--- src/rtl/imem_loader.sv ---
// Instruction-memory loader: assembles little-endian bytes into 32-bit words and writes them
// to the imem, then releases the core. Optional trailing XOR checksum via IMEM_LOADER_CHECKSUM_EN.
module imem_loader #(
    parameter int ADDR_W = 8
) (
    input  logic              clk,
    input  logic              rst_n,
    input  logic              start,
    input  logic [ADDR_W:0]   word_len,
    input  logic              byte_valid,
    input  logic [7:0]        byte_data,
    output logic              byte_ready,
    output logic              wr_en,
    output logic [ADDR_W-1:0] wr_addr,
    output logic [31:0]       wr_data,
    output logic              busy,
    output logic              done,
    output logic              err,
    output logic              cpu_rst_n
);

    // state  | meaning
    // IDLE   | waiting for start, core held in reset
    // RECV   | accepting payload bytes into the word buffer
    // WRITE  | one-cycle imem write of the assembled word
    // CHECK  | accepting the trailing checksum byte (checksum build only)
    // DONE   | load finished; core released when err=0
    localparam logic [2:0] S_IDLE  = 3'd0;
    localparam logic [2:0] S_RECV  = 3'd1;
    localparam logic [2:0] S_WRITE = 3'd2;
    localparam logic [2:0] S_DONE  = 3'd4;
`ifdef IMEM_LOADER_CHECKSUM_EN
    localparam logic [2:0] S_CHECK = 3'd3;
    localparam logic [2:0] S_AFTER_LAST = S_CHECK;
`else
    localparam logic [2:0] S_AFTER_LAST = S_DONE;
`endif

    localparam logic [ADDR_W:0] DEPTH   = {1'b1, {ADDR_W{1'b0}}};
    localparam logic [ADDR_W:0] ONE_EXT = {{ADDR_W{1'b0}}, 1'b1};

    logic [2:0]        state;
    logic [ADDR_W:0]   len;
    logic [ADDR_W-1:0] word_idx;
    logic [1:0]        byte_idx;
    logic [31:0]       word_buf;
    logic [ADDR_W:0]   len_sat;
    logic              last_word;

    assign len_sat   = (word_len > DEPTH) ? DEPTH : word_len;
    assign last_word = (({1'b0, word_idx} + ONE_EXT) == len);

`ifdef IMEM_LOADER_CHECKSUM_EN
    logic [7:0] csum;
    logic       err_r;
`endif

    always_ff @(posedge clk) begin
        if (!rst_n) begin
            state    <= S_IDLE;
            len      <= '0;
            word_idx <= '0;
            byte_idx <= '0;
            word_buf <= '0;
`ifdef IMEM_LOADER_CHECKSUM_EN
            csum     <= '0;
            err_r    <= 1'b0;
`endif
        end else begin
            case (state)
                S_IDLE, S_DONE: begin
                    if (start) begin
                        len      <= len_sat;
                        word_idx <= '0;
                        byte_idx <= '0;
                        word_buf <= '0;
`ifdef IMEM_LOADER_CHECKSUM_EN
                        csum     <= '0;
                        err_r    <= 1'b0;
`endif
                        state    <= (len_sat == '0) ? S_AFTER_LAST : S_RECV;
                    end
                end
                S_RECV: begin
                    if (byte_valid) begin
                        case (byte_idx)
                            2'd0:    word_buf[7:0]   <= byte_data;
                            2'd1:    word_buf[15:8]  <= byte_data;
                            2'd2:    word_buf[23:16] <= byte_data;
                            default: word_buf[31:24] <= byte_data;
                        endcase
                        byte_idx <= byte_idx + 2'd1;
`ifdef IMEM_LOADER_CHECKSUM_EN
                        csum     <= csum ^ byte_data;
`endif
                        if (byte_idx == 2'd3) state <= S_WRITE;
                    end
                end
                S_WRITE: begin
                    if (last_word) begin
                        state <= S_AFTER_LAST;
                    end else begin
                        word_idx <= word_idx + ADDR_W'(1);
                        state    <= S_RECV;
                    end
                end
`ifdef IMEM_LOADER_CHECKSUM_EN
                S_CHECK: begin
                    if (byte_valid) begin
                        err_r <= (byte_data != csum);
                        state <= S_DONE;
                    end
                end
`endif
                default: state <= S_IDLE;
            endcase
        end
    end

`ifdef IMEM_LOADER_CHECKSUM_EN
    assign byte_ready = (state == S_RECV) || (state == S_CHECK);
    assign busy       = (state == S_RECV) || (state == S_WRITE) || (state == S_CHECK);
    assign err        = err_r;
`else
    assign byte_ready = (state == S_RECV);
    assign busy       = (state == S_RECV) || (state == S_WRITE);
    assign err        = 1'b0;
`endif

    assign wr_en     = (state == S_WRITE);
    assign wr_addr   = word_idx;
    assign wr_data   = word_buf;
    assign done      = (state == S_DONE);
    assign cpu_rst_n = (state == S_DONE) && !err;

endmodule

--- config.mk ---
export PLATFORM = sky130hd
export DESIGN_NAME = imem_loader
export DESIGN_NICKNAME = d
export VERILOG_FILES = /design/src/rtl/imem_loader.sv
export SDC_FILE = /design/constraint.sdc
export NUM_CORES = 1
export LEC_CHECK = 0
export CAP_MARGIN = 20
export CORE_MARGIN = 2
export CORE_UTILIZATION = 45
export CTS_CLUSTER_SIZE = 10
export DETAILED_ROUTE_END_ITERATION = 8
export GPL_ROUTABILITY_DRIVEN = 0
export PLACE_DENSITY = 0.75
export SYNTH_ARGS = -nofsm -noshare
export SYNTH_HDL_FRONTEND = slang
export SYNTH_SLANG_ARGS = --single-unit
--- constraint.sdc ---
create_clock -name clk -period 2.52 [get_ports clk]
set_clock_uncertainty 0.2 [all_clocks]
set_input_delay 0.756 -clock clk [delete_from_list [all_inputs] [get_ports clk]]
set_output_delay 0.756 -clock clk [all_outputs]
set_load 0.005 [all_outputs]
# Yosys cells after proc, flatten, opt, wreduce, memory -nomap -nowiden
# Cells that the tools add are included.
dict set report totals {
  reg_bits 54
  input_bits 21
  out_inout_bits 46
}
dict set report classes {
  add_sub_neg 3
  magnitude_cmp 1
  eq_ne 15
  n_mux 20
  n_reduce_logical 16
}
# op count
set ops {}
lappend ops {{$mux 32} 2}
lappend ops {{$pmux 32 s2} 1}
lappend ops {{$mux 8} 6}
lappend ops {{$pmux 8 s2} 1}
lappend ops {{$reduce_and 4->1} 4}
lappend ops {{$mux 3} 5}
lappend ops {{$add 8x1->9 const B} 1}
lappend ops {{$eq 9x9->1} 1}
lappend ops {{$gt 9x9->1 const B} 1}
lappend ops {{$logic_not 9->1} 1}
lappend ops {{$mux 9} 1}
lappend ops {{$pmux 3 s3} 1}
lappend ops {{$reduce_and 3->1} 3}
lappend ops {{$add 8x1->8 const B} 1}
lappend ops {{$ne 2x1->1 const B} 4}
lappend ops {{$ne 2x2->1 const B} 4}
lappend ops {{$eq 2x2->1 const B} 2}
lappend ops {{$mux 2} 2}
lappend ops {{$pmux 2 s2} 1}
lappend ops {{$reduce_bool 2->1} 2}
lappend ops {{$eq 3x1->1 const B} 1}
lappend ops {{$eq 3x2->1 const B} 1}
lappend ops {{$eq 3x3->1 const B} 1}
lappend ops {{$logic_not 3->1} 1}
lappend ops {{other kinds (7)} 7}

# Depth between registers and ports, before layout
dict set report depth {
  ltp_word 6
  depth_mapped 8
  mapped_depth_nobuf 7
}

# Worst setup path before layout
# No wires, ideal clock.
dict set report synth_timing {
  path_kind {register to register}
  startpoint {reg word_idx[0], in the netlist wr_addr[0]}
  endpoint {reg word_idx[3], in the netlist wr_addr[3]}
  t_arrival_ns 2.025
  required_ns 2.205
  path_slack_ns 0.181
  path_stages_with_launch 9
  n_path_buf 1
  synth_period_minus_slack_ns 2.339
  path_cell_list {dfxtp_1 > ha_1 > nor3b_1 > o21a_1 > o31ai_1 > or4_4 > buf_6 > o211a_1 > o21a_1}
}
dict set report synth_between {
  elab_chain_cells 4
}
# item line
set synth_lines {}
lappend synth_lines {{from (decl)} 44} ;# logic [ADDR_W-1:0] word_idx;
lappend synth_lines {{from (signal assigned)} 103} ;# word_idx <= word_idx + ADDR_W'(1);
lappend synth_lines {{$add 8x1->9} 51} ;# assign last_word = (({1'b0, word_idx} + ONE_EXT) == len);
lappend synth_lines {{$eq 9x9->1} 51}
lappend synth_lines {{$ne 2x2->1 (no source line)} -}
lappend synth_lines {{$reduce_and 3->1 (no source line)} -}
# Several ways; a longest one is shown, not always the timed one. The select of a mux whose other input is x is not followed.
# A chain may end at the register's enable or synchronous reset.

# Worst setup path in the final report
dict set report layout_timing {
  startpoint {reg state[1]}
  endpoint {out wr_en}
}
dict set report layout_between {
  elab_chain_cells 1
}
# item line
set layout_lines {}
lappend layout_lines {{from (decl)} 42} ;# logic [2:0] state;
lappend layout_lines {{from (signal assigned)} 81} ;# state <= (len_sat == '0) ? S_AFTER_LAST : S_RECV;
lappend layout_lines {{$eq 3x2->1} 130} ;# assign wr_en = (state == S_WRITE);
lappend layout_lines {{to (decl)} 13} ;# output logic wr_en,
# No other way between the ends.

==> run summary <==
The run finished with clean final reports. The final non-filler cell area is 3550 sq um. The overall die area is 6390 sq um. The via count of the first global-routing pass is slightly above 2000. The fraction of power spent switching nets is 26.6%. Leaving out fill and tap cells, the most frequent cell in the layout is sky130_fd_sc_hd__clkdlybuf4s50_1. The leakage power came out at roughly 1.4 nW.

The antenna diode count is 0. The maximum fanout along the worst path came out at 6. The fraction of final layout cells sized beyond drive strength 1 came out at between 10 and 15%.

Across every metal layer, demand over resource in global routing totals between 20 and 25%. The region available for standard cell placement spans 5540 sq um. The placed wire-length estimate came out at roughly 4400 microns.

The multi-input gate area in the final layout is about 1500 sq um. The part of the power in registers is a little over half. The number of remaining DRC errors came out at 0. The worst-case vdd ir drop came out at roughly 0.00029 V. The number of antenna violations at the first check in global routing is 0. TritonCTS built the clock tree. The number of optimization iterations in the first detailed-route pass is 4. The share of total power in the clock network is 30.4%. The worst pin sits at a relative slew slack of 50.7%. The pin count of the biggest net entering global routing is between 40 and 50. The post-route fraction of the period consumed by the critical path is between 90% and 100%. The die is between 70 and 80 microns tall.

Summing the sequential cell areas from Yosys gives 41.6% of the chip area. After detailed routing, the total wire length is ~6300 microns. The number of hold violations in the final report is 0. Including well taps, the total number of placed cells is about 400. The total overflow reported by the global router came out at 0. The first global-routing pass estimated about 10000 microns of wire.

The cell sitting at the root of the clock tree is a sky130_fd_sc_hd__clkbuf_8. After clock tree synthesis, the clock-pin slew on the worst setup and hold paths is around 0.10 ns. The sum of met3 wire segment lengths after detailed routing is around 370 microns.

The net count after synthesis came out at about 300. Dividing the detail-routed via count by the number of cells gives roughly 5.2. The number of inserted filler cells in the final layout is 478. The kind of critical path is register to output pin. The number of port buffers is between 60 and 70.

The worst setup path is launched from a register. The number of enable-type register cells in the synthesized netlist is 0. The fraction of synthesis flops using an asynchronous set or reset pin is 0%.

The post-cts hold buffer count came out at 0. The count of maximum capacitance violations is 0. The number of H-tree branching levels is 2. Leaving out fill and tap cells, the most frequent cells in the layout are sky130_fd_sc_hd__clkdlybuf4s50_1 (61), sky130_fd_sc_hd__dfxtp_1 (49), sky130_fd_sc_hd__nor2b_1 (37), sky130_fd_sc_hd__mux2i_1 (28), sky130_fd_sc_hd__nand2_1 (20). The final critical delay including setup and external delays came out at 2.45 ns. The cell row count came out at 27. The routed layout has 2214 vias. Counting along the longest clock path gives a buffer depth of 2. The number of clock sinks is 54. The net switching component of the power is between 0.4 and 0.5 mW.

The flip-flop and latch area came out at ~1100 sq um. The highest metal layer carrying signal wires in the routed design is met4. The iteration-0 DRC count of the detailed router came out at around 120. The width of the chip came out at 80.0 microns.

The design draws approximately 1.7 mW. The worst hold path class is register to register. The final-stage net count is approximately 380. Final hold analysis gives a worst-case slack of 0.309 ns. Data arrives at the worst endpoint at roughly 1.5 ns. The wire length on met2 is about 2900 microns.

The post-detailed-route wirelength per cell is 14.8 microns. Each instance of the synthesized netlist takes up on average around 9.4 sq um. The total negative slack for setup checks is 0 ns. The count of mapped cells out of synthesis is roughly 280.

The cell area reported after detailed placement came out at about 3400 sq um. The met1 wire length is between 2000 and 3000 microns. The smallest setup slack after layout came out at approximately 0.066 ns. The worst setup path is captured at an output pin. Based on the critical path, the design can be clocked at up to between 400 and 500 MHz. The minimum setup slack after placement came out at -0.161 ns.

The number of cells in the finished layout apart from fillers is about 420. The total standard cell area after synthesis is around 2600 sq um. The share of total power in combinational logic came out at roughly 16%. The post-synthesis cell type count came out at 46. The top-level I/O count came out at 67. For this design the ratio of total power to cell area is roughly 470 nW/um^2.

The clock network latency to the later pin of the worst-skew pair is 0.31 ns. The area growth from synthesis to layout is 36.7%. The cell-internal power is approximately 1.2 mW. The worst endpoint required time came out at approximately 1.6 ns. The final standard cell utilization of the core is between 60 and 70%. The number of synthesized register bits is 54. The count of synthesis-stage warnings from yosys came out at 0. The pin slew with the least headroom to its limit came out at 0.740 ns.

The max-slew violation count is 0. The starting density of the core came out at 46.9%. Setup violations remaining at the end of the flow were counted as 0. In the synthesized netlist the dominant register cell turns out to be sky130_fd_sc_hd__dfxtp_1. The total CTS buffers came out at 5. The antenna violation net count after detailed routing is 0.
-- critical path, stage by stage, from the launching register on --
cell,delay [ns]
sky130_fd_sc_hd__dfxtp_2,0.43
sky130_fd_sc_hd__nand2_1,0.11
sky130_fd_sc_hd__inv_2,0.07
sky130_fd_sc_hd__buf_6,0.09
sky130_fd_sc_hd__clkdlybuf4s50_1,0.48
-- registers in the layout (all words and copies together), names as in the netlist --
signal    cells
wr_data      32
len           9
wr_addr       8
state         3
byte_idx      2
-- layer usage --
metal | up-vias | track usage, %
li1 | 1103 | -
met2 | 63 | 30.7
met4 | 0 | 5.59
met1 | 1043 | 29.5
met3 | 5 | 4.30
met5 | - | 0
-- cell usage after synthesis (2+ instances only) --
| master | number | area share [%] |
|---|---|---|
| sky130_fd_sc_hd__dfxtp_1 | 54 | 42 |
| sky130_fd_sc_hd__nor2b_1 | 39 | 9.4 |
| sky130_fd_sc_hd__mux2i_1 | 28 | 11 |
| sky130_fd_sc_hd__nand2_1 | 20 | 2.9 |
| sky130_fd_sc_hd__and2_1 | 13 | 3.1 |
| sky130_fd_sc_hd__nor2_1 | 11 | 1.6 |
| sky130_fd_sc_hd__a22oi_1 | 10 | 2.9 |
| sky130_fd_sc_hd__clkbuf_1 | 10 | 1.4 |
| sky130_fd_sc_hd__a22o_1 | 8 | 2.7 |
| sky130_fd_sc_hd__nand4_1 | 6 | 1.4 |
| sky130_fd_sc_hd__xor2_1 | 6 | 2.0 |
| sky130_fd_sc_hd__ha_1 | 5 | 2.4 |
| sky130_fd_sc_hd__inv_1 | 5 | 0.72 |
| sky130_fd_sc_hd__nor3_1 | 4 | 0.77 |
| sky130_fd_sc_hd__o21a_1 | 4 | 1.2 |
| sky130_fd_sc_hd__xnor2_1 | 4 | 1.3 |
| sky130_fd_sc_hd__a21oi_2 | 3 | 1.0 |
| sky130_fd_sc_hd__buf_2 | 3 | 0.58 |
| sky130_fd_sc_hd__nand2b_1 | 3 | 0.72 |
| sky130_fd_sc_hd__o21ai_1 | 3 | 0.58 |
| sky130_fd_sc_hd__o31ai_1 | 3 | 0.87 |
| sky130_fd_sc_hd__or3_1 | 3 | 0.72 |
| sky130_fd_sc_hd__and4_1 | 2 | 0.67 |
| sky130_fd_sc_hd__buf_4 | 2 | 0.58 |
| sky130_fd_sc_hd__nand3_2 | 2 | 0.77 |
| sky130_fd_sc_hd__nor4_1 | 2 | 0.48 |
| sky130_fd_sc_hd__o211a_1 | 2 | 0.77 |
| sky130_fd_sc_hd__o21ai_0 | 2 | 0.39 |
-- layout make-up --
cell class	instances	share of cell area (%)
clock buffer	5	1.94
sequential	54	30.7
timing repair buffer	85	22.8
tap	72	2.54
clock inverter	3	0.670
inverter	5	0.529
multi-input combinational	200	40.9
-- power groups by stage --
stage          logic, mW  clock network [mW]  registers [mW]
2_1_floorplan      0.142                   0           0.910
3_3_place_gp       0.248                   0           0.912
3_5_place_dp       0.252                   0           0.912
4_1_cts            0.254               0.523           0.893
5_1_grt            0.281               0.552           0.896
6_report           0.258               0.502           0.892
-- cell families after synthesis --
logic type	share of synthesized area (%)
compound gates	13.2
xor+xnor	3.37
fa+ha+maj	2.41
buf+inv	3.76
flops	41.6
mux	10.8
other cells	0.144
simple gates	24.7
-- what timing repair did --
item	in CTS	in global routing
gates cloned	0	0
resized for setup	4	18
buffers inserted	1	5
setup endpoints to repair	5	6
pin swaps	0	1
-- path summary, 6_finish.rpt --
path | startpoint | cells after the start | to | slack, ns
setup / recovery | state[1]$_SDFFE_PN0P_ | 4 | wr_en | 0.07
hold / removal | len[6]$_SDFFE_PN0P_ | 1 | len[6]$_SDFFE_PN0P_ | 0.31
setup reg to reg | wr_addr[1]$_SDFFE_PN0P_ | 8 | wr_addr[6]$_SDFFE_PN0P_ | 0.13
hold reg to reg | len[6]$_SDFFE_PN0P_ | 1 | len[6]$_SDFFE_PN0P_ | 0.31
Note: power is estimated with default switching activity, not from simulation.
